**config.mk**
```make
export PLATFORM = sky130hd
export DESIGN_NAME = muldiv_hilo_unit
export DESIGN_NICKNAME = d
export VERILOG_FILES = /design/src/rtl/muldiv_hilo_unit.sv
export SDC_FILE = /design/constraint.sdc
export NUM_CORES = 1
export LEC_CHECK = 0
export BUFFER_PORTS_ARGS = -buffer_cell sky130_fd_sc_hd__buf_4
export CORE_MARGIN = 2
export CORE_UTILIZATION = 55
export CTS_BUF_LIST = sky130_fd_sc_hd__clkbuf_8 sky130_fd_sc_hd__clkbuf_16
export DETAILED_ROUTE_END_ITERATION = 10
export PLACE_DENSITY = 0.76
export SLEW_MARGIN = 20
export SYNTH_ARGS = -nofsm -noshare
export SYNTH_HDL_FRONTEND = slang
export SYNTH_SLANG_ARGS = --single-unit
```
**constraint.sdc**
```tcl
create_clock -name clk -period 7.83 [get_ports clk]
set_clock_uncertainty 0.1 [all_clocks]
set_input_delay 1.566 -clock clk [delete_from_list [all_inputs] [get_ports clk]]
set_output_delay 1.566 -clock clk [all_outputs]
set_load 0.01 [all_outputs]
```
**src/rtl/muldiv_hilo_unit.sv**
```systemverilog
// Iterative multiply/divide engine with architectural HI/LO registers.
// One shift-add (multiply) or restoring-divide step per cycle; results land in HI/LO at FIN.
module muldiv_hilo_unit #(
  parameter int WIDTH = 32,
  parameter int CNT_W = 6
) (
  input  logic             clk,
  input  logic             reset_n,
  input  logic             start,
  input  logic             op,
  input  logic             is_signed,
  input  logic [WIDTH-1:0] A,
  input  logic [WIDTH-1:0] B,
  input  logic             mthi,
  input  logic             mtlo,
  input  logic [WIDTH-1:0] wdata,
  output logic             busy,
  output logic             done,
  output logic             div_by_zero,
  output logic [WIDTH-1:0] hi,
  output logic [WIDTH-1:0] lo
);

  typedef enum logic [1:0] {
    IDLE = 2'd0,
    RUN  = 2'd1,
    FIN  = 2'd2
  } state_t;

  state_t state, state_nxt;

  logic [CNT_W-1:0] cnt;
  logic [WIDTH-1:0] acc_hi;
  logic [WIDTH-1:0] acc_lo;
  logic [WIDTH-1:0] opb;
  logic             op_div;
  logic             neg_q;
  logic             neg_r;
  logic             b_zero;

  logic [WIDTH-1:0]   abs_a;
  logic [WIDTH-1:0]   abs_b;
  logic [2*WIDTH-1:0] step_mul;
  logic [2*WIDTH-1:0] step_div;
  logic [2*WIDTH-1:0] prod_neg;
  logic [WIDTH-1:0]   fin_hi;
  logic [WIDTH-1:0]   fin_lo;

  function automatic logic [WIDTH-1:0] abs_val(input logic [WIDTH-1:0] v, input logic sgn);
    return (sgn && v[WIDTH-1]) ? (~v + WIDTH'(1)) : v;
  endfunction

  // Add multiplicand into the upper half when the current multiplier bit is set, then shift right.
  function automatic logic [2*WIDTH-1:0] mul_step(input logic [WIDTH-1:0] h,
                                                  input logic [WIDTH-1:0] l,
                                                  input logic [WIDTH-1:0] mcand);
    logic [WIDTH:0] sum;
    sum = {1'b0, h} + (l[0] ? {1'b0, mcand} : {(WIDTH+1){1'b0}});
    return {sum, l[WIDTH-1:1]};
  endfunction

  // Restoring step: shift the next dividend bit into the remainder and keep the trial
  // subtraction only when it does not borrow; the shifted-out sh[WIDTH] is zero on borrow.
  function automatic logic [2*WIDTH-1:0] div_step(input logic [WIDTH-1:0] h,
                                                  input logic [WIDTH-1:0] l,
                                                  input logic [WIDTH-1:0] dvs);
    logic [WIDTH:0] sh;
    logic [WIDTH:0] diff;
    logic           borrow;
    sh     = {h, l[WIDTH-1]};
    diff   = sh - {1'b0, dvs};
    borrow = (sh < {1'b0, dvs});
    return {(borrow ? sh[WIDTH-1:0] : diff[WIDTH-1:0]), l[WIDTH-2:0], ~borrow};
  endfunction

  assign abs_a    = abs_val(A, is_signed);
  assign abs_b    = abs_val(B, is_signed);
  assign step_mul = mul_step(acc_hi, acc_lo, opb);
  assign step_div = div_step(acc_hi, acc_lo, opb);
  assign prod_neg = {(2*WIDTH){1'b0}} - {acc_hi, acc_lo};
  assign busy     = (state != IDLE);

  // Sign fixup; divide-by-zero forces an all-ones quotient and leaves the dividend as remainder.
  always_comb begin
    fin_hi = acc_hi;
    fin_lo = acc_lo;
    if (!op_div) begin
      if (neg_q) begin
        fin_hi = prod_neg[2*WIDTH-1:WIDTH];
        fin_lo = prod_neg[WIDTH-1:0];
      end
    end else begin
      fin_hi = neg_r ? (~acc_hi + WIDTH'(1)) : acc_hi;
      if (b_zero) begin
        fin_lo = {WIDTH{1'b1}};
      end else if (neg_q) begin
        fin_lo = ~acc_lo + WIDTH'(1);
      end
    end
  end

  always_comb begin
    state_nxt = state;
    case (state)
      IDLE:    if (start) state_nxt = RUN;
      RUN:     if (cnt == CNT_W'(WIDTH-1)) state_nxt = FIN;
      FIN:     state_nxt = IDLE;
      default: state_nxt = IDLE;
    endcase
  end

  always_ff @(posedge clk or negedge reset_n) begin
    if (!reset_n) begin
      state       <= IDLE;
      cnt         <= '0;
      done        <= 1'b0;
      div_by_zero <= 1'b0;
      hi          <= '0;
      lo          <= '0;
    end else begin
      state <= state_nxt;
      done  <= (state == FIN);
      case (state)
        IDLE: begin
          if (start) begin
            cnt <= '0;
          end else begin
            if (mthi) hi <= wdata;
            if (mtlo) lo <= wdata;
          end
        end
        RUN: cnt <= cnt + CNT_W'(1);
        FIN: begin
          hi          <= fin_hi;
          lo          <= fin_lo;
          div_by_zero <= op_div & b_zero;
        end
        default: ;
      endcase
    end
  end

  // Datapath registers carry no reset; they are fully reloaded on every accepted start.
  always_ff @(posedge clk) begin
    if (state == IDLE && start) begin
      op_div <= op;
      neg_q  <= is_signed & (A[WIDTH-1] ^ B[WIDTH-1]);
      neg_r  <= is_signed & A[WIDTH-1];
      b_zero <= (B == '0);
      acc_hi <= '0;
      acc_lo <= op ? abs_a : abs_b;
      opb    <= op ? abs_b : abs_a;
    end else if (state == RUN) begin
      {acc_hi, acc_lo} <= op_div ? step_div : step_mul;
    end
  end

endmodule

```
==> out/metrics.csv <==
metric;value;unit
Routed Antenna Nets;0;
Rows;59;
post-DR wirelength/cell;21.31;µm
Total Routing Usage GR;33.45;%
Synth Flop Type;dfrtp_1;
Via density;6.451;
Unique masters post-synth;78;
worst hold path type;reg2reg;
die width;166.8;µm
Clock Latency Late Sink;450;ps
nets;2067;
Iter 0 DRT Violations;1407;
share of cells above drive strength 1;12.85;%
Buf/Inv on CP;2;
Initial DRT Pass Iterations;6;
Critical Path RT;8090;ps
Worst EP arrival;4710;ps
io pins;170;
Worst Setup Path Type;reg2reg;
cell at the slowest stage of the critical path;edfxtp_1;
average size of a mapped cell;8.194;µm²
area grow syn2layout;14.22;%
Die ar.;0.02784;mm²
FF-to-FF Start;acc_lo[0];
syn nets;1954;
final max-slew violation count;0;
Post-synth EDFFs;68;
Commonest cells post-synth;a21oi_1, nor2_1, o21ai_0;
leakage;6.914;nW
utilization after layout;63.93;%
# H-tree levels;4;
Max Root-Sink Buffers;2;
RR Endpoint;acc_hi[27];
initial antenna violation count;0;
dpl hpwl;36170;µm
Synth warnings;0;
largest net degree at the start of global routing;75;
top cells by area, synth;edfxtp_1, dfrtp_1, mux2i_1, a21oi_1, ha_1;
Worst-Margin Slew;1008;ps
Max rail drop VDD;0.0001815;V
Yosys reg bits;174;
vias in the first global route;13810;
diode count;0;
Worst-path clk slew;80;ps
DP Cell Count;2209;
hold path depth;1;
power per cell area;336.7;mW/mm²
GP Congestion;1.004;
Mapped Cells;1780;
clock sink count;174;
Initial Util;55.97;%
Hold Vio Cnt, Final;0;
maxcap violations;0;
Setup TNS Final;0;ps
cts hold-fix bufs;0;
Layout fillers;2267;
CTS tree;done;
via count;14460;
R2R cell count;13;
slew margin rel.;32.82;%
die height;166.8;µm
pre-CTS worst setup slack;3223;ps
hold path startpoint;cnt[5];
post-synthesis sequential area ratio;31.09;%
Hold EP;state[1];
WL met1;19780;µm
count leader, synth;a21oi_1;
post-CTS resize count;0;
Syn Std Cell Area;0.01459;mm²
Synth async-reset ratio;42.53;%
R2R setup slack;3380;ps
critical-path cell list;inv_1 > buf_4 > nor2_1 > fa_1 > a21o_1 > a221oi_1 > a221o_1 > a21oi_1 > nor4_2 > o31ai_1 > a221oi_1 > xor2_1 > a211oi_1;
Synth area leader;edfxtp_1;
Post-CTS Setup Bufs;0;
CP most frequent cell;a221oi_1;
Fmax;224.6;MHz
outcome;finished clean;
uppermost routed layer;met4;
Startpoint Class;flip-flop;
CTS buffer count;17;
fin crit share;56.87;%
critical path's top delay family;compound AO/OA/AOI/OAI gates;
max incr delay on CP;540;ps
Clock Tree Root;clkbuf_16;
core footprint;0.02606;mm²
Setup violations, final;0;
DRC viols;0;
critical-path maximum fanout;31;
Yosys top cell area share;14.00;%
min cycle time layout;4453;ps
Critical Path End Type;flip-flop;
Met3 Wirelength;3919;µm
metal2 WL;21910;µm
GR Overflow Total;0;
Post-Route WL;47760;µm
RSZ-0062 raised after global routing;false;
first-pass GRT wire length;74320;µm
Layout Cells excl Fill;2241;
final worst slack;3377;ps
PortBufs;169;
[power by group]
group          internal [mW]  total, mW  switching [mW]
Combinational           1.27       3.02            1.74
Clock                  0.431      0.871           0.440
Sequential              1.26       1.72           0.465
Total                   2.96       5.61            2.65
[area by class of cell]
| cell class | count | area, µm² | area share [%] |
|---|---|---|---|
| Clock buffer | 17 | 425.4 | 2.554 |
| Clock inverter | 15 | 178.9 | 1.074 |
| Inverter | 66 | 247.7 | 1.487 |
| Multi-Input combinational cell | 1450 | 9473 | 56.86 |
| Sequential cell | 174 | 4534 | 27.22 |
| Tap cell | 335 | 419.2 | 2.516 |
| Timing Repair Buffer | 184 | 1381 | 8.291 |
[layer usage]
| layer | global-route usage [%] | vias up |
|---|---|---|
| met4 | 14.62 | 0 |
| met5 | 0 | - |
| met2 | 53.75 | 693 |
| met3 | 6.345 | 121 |
| met1 | 44.07 | 6929 |
| li1 | - | 6713 |
[state kept, by name, summed over array words and instances (netlist names)]
register     count
neg_q            1
acc_hi          32
acc_lo          32
div_by_zero      1
neg_r            1
done             1
b_zero           1
opb             32
op_div           1
hi              32
state            2
cnt              6
lo              32
[worst register-to-register path, cell delays in order (launching register included)]
cell      delay, ps
edfxtp_1        540
inv_1           180
buf_4           350
nor2_1          160
fa_1            440
a21o_1          210
a221oi_1        480
a221o_1         260
a21oi_1         160
nor4_2          530
o31ai_1         210
a221oi_1        400
xor2_1          120
a211oi_1        240
[layout by cell type (no fill, tap or decap), drive strengths merged, types with 14 or more instances in the layout]
cell type,count
a21oi,214
buf,184
nor2,173
o21ai,154
nand2,144
mux2i,112
xor2,98
dfrtp,74
inv,70
ha,69
xnor2,68
edfxtp,68
nand3,48
nor3,41
o31ai,37
dfxtp,32
a211oi,29
a21o,26
or4,19
a31oi,17
clkbuf,17
nor2b,16
nand4,15
and3,15
o41ai,14
[logic make-up (layout without fill, tap and decap cells)]
logic type	after synthesis	after routing	synth area share (%)
adder cells (fa/ha/maj)	71	71	6.194
multiplexers	113	113	7.764
XOR/XNOR	166	166	9.968
AND/OR/NAND/NOR	531	531	17.34
flip-flops	174	174	31.09
buffers and inverters	156	282	4.100
AO/OA/AOI/OAI	569	569	23.55
[metrics by stage]
stage          area [µm²]  power [mW]  hold slack [ps]
4_1_cts             16660       5.535            384.0
3_5_place_dp        16050       4.659            385.8
2_1_floorplan       14590       3.714            355.7
5_1_grt             16660       5.971            408.0
3_3_place_gp        16050       4.597            366.2
6_report            16660       5.609            395.7
[worst max path at each step]
stage | start | end | slack [ps] | depth (start not counted)
after floorplan | B[11] | acc_lo[30] | 3540 | 9
after global placement | B[11] | acc_lo[30] | 3260 | 10
after detailed placement | B[11] | acc_lo[30] | 3220 | 10
after CTS | acc_lo[0] | acc_hi[27] | 3400 | 13
after global routing | acc_lo[0] | acc_hi[27] | 3040 | 13
final | acc_lo[0] | acc_hi[27] | 3380 | 13
Power figures use the tool's default switching activity.
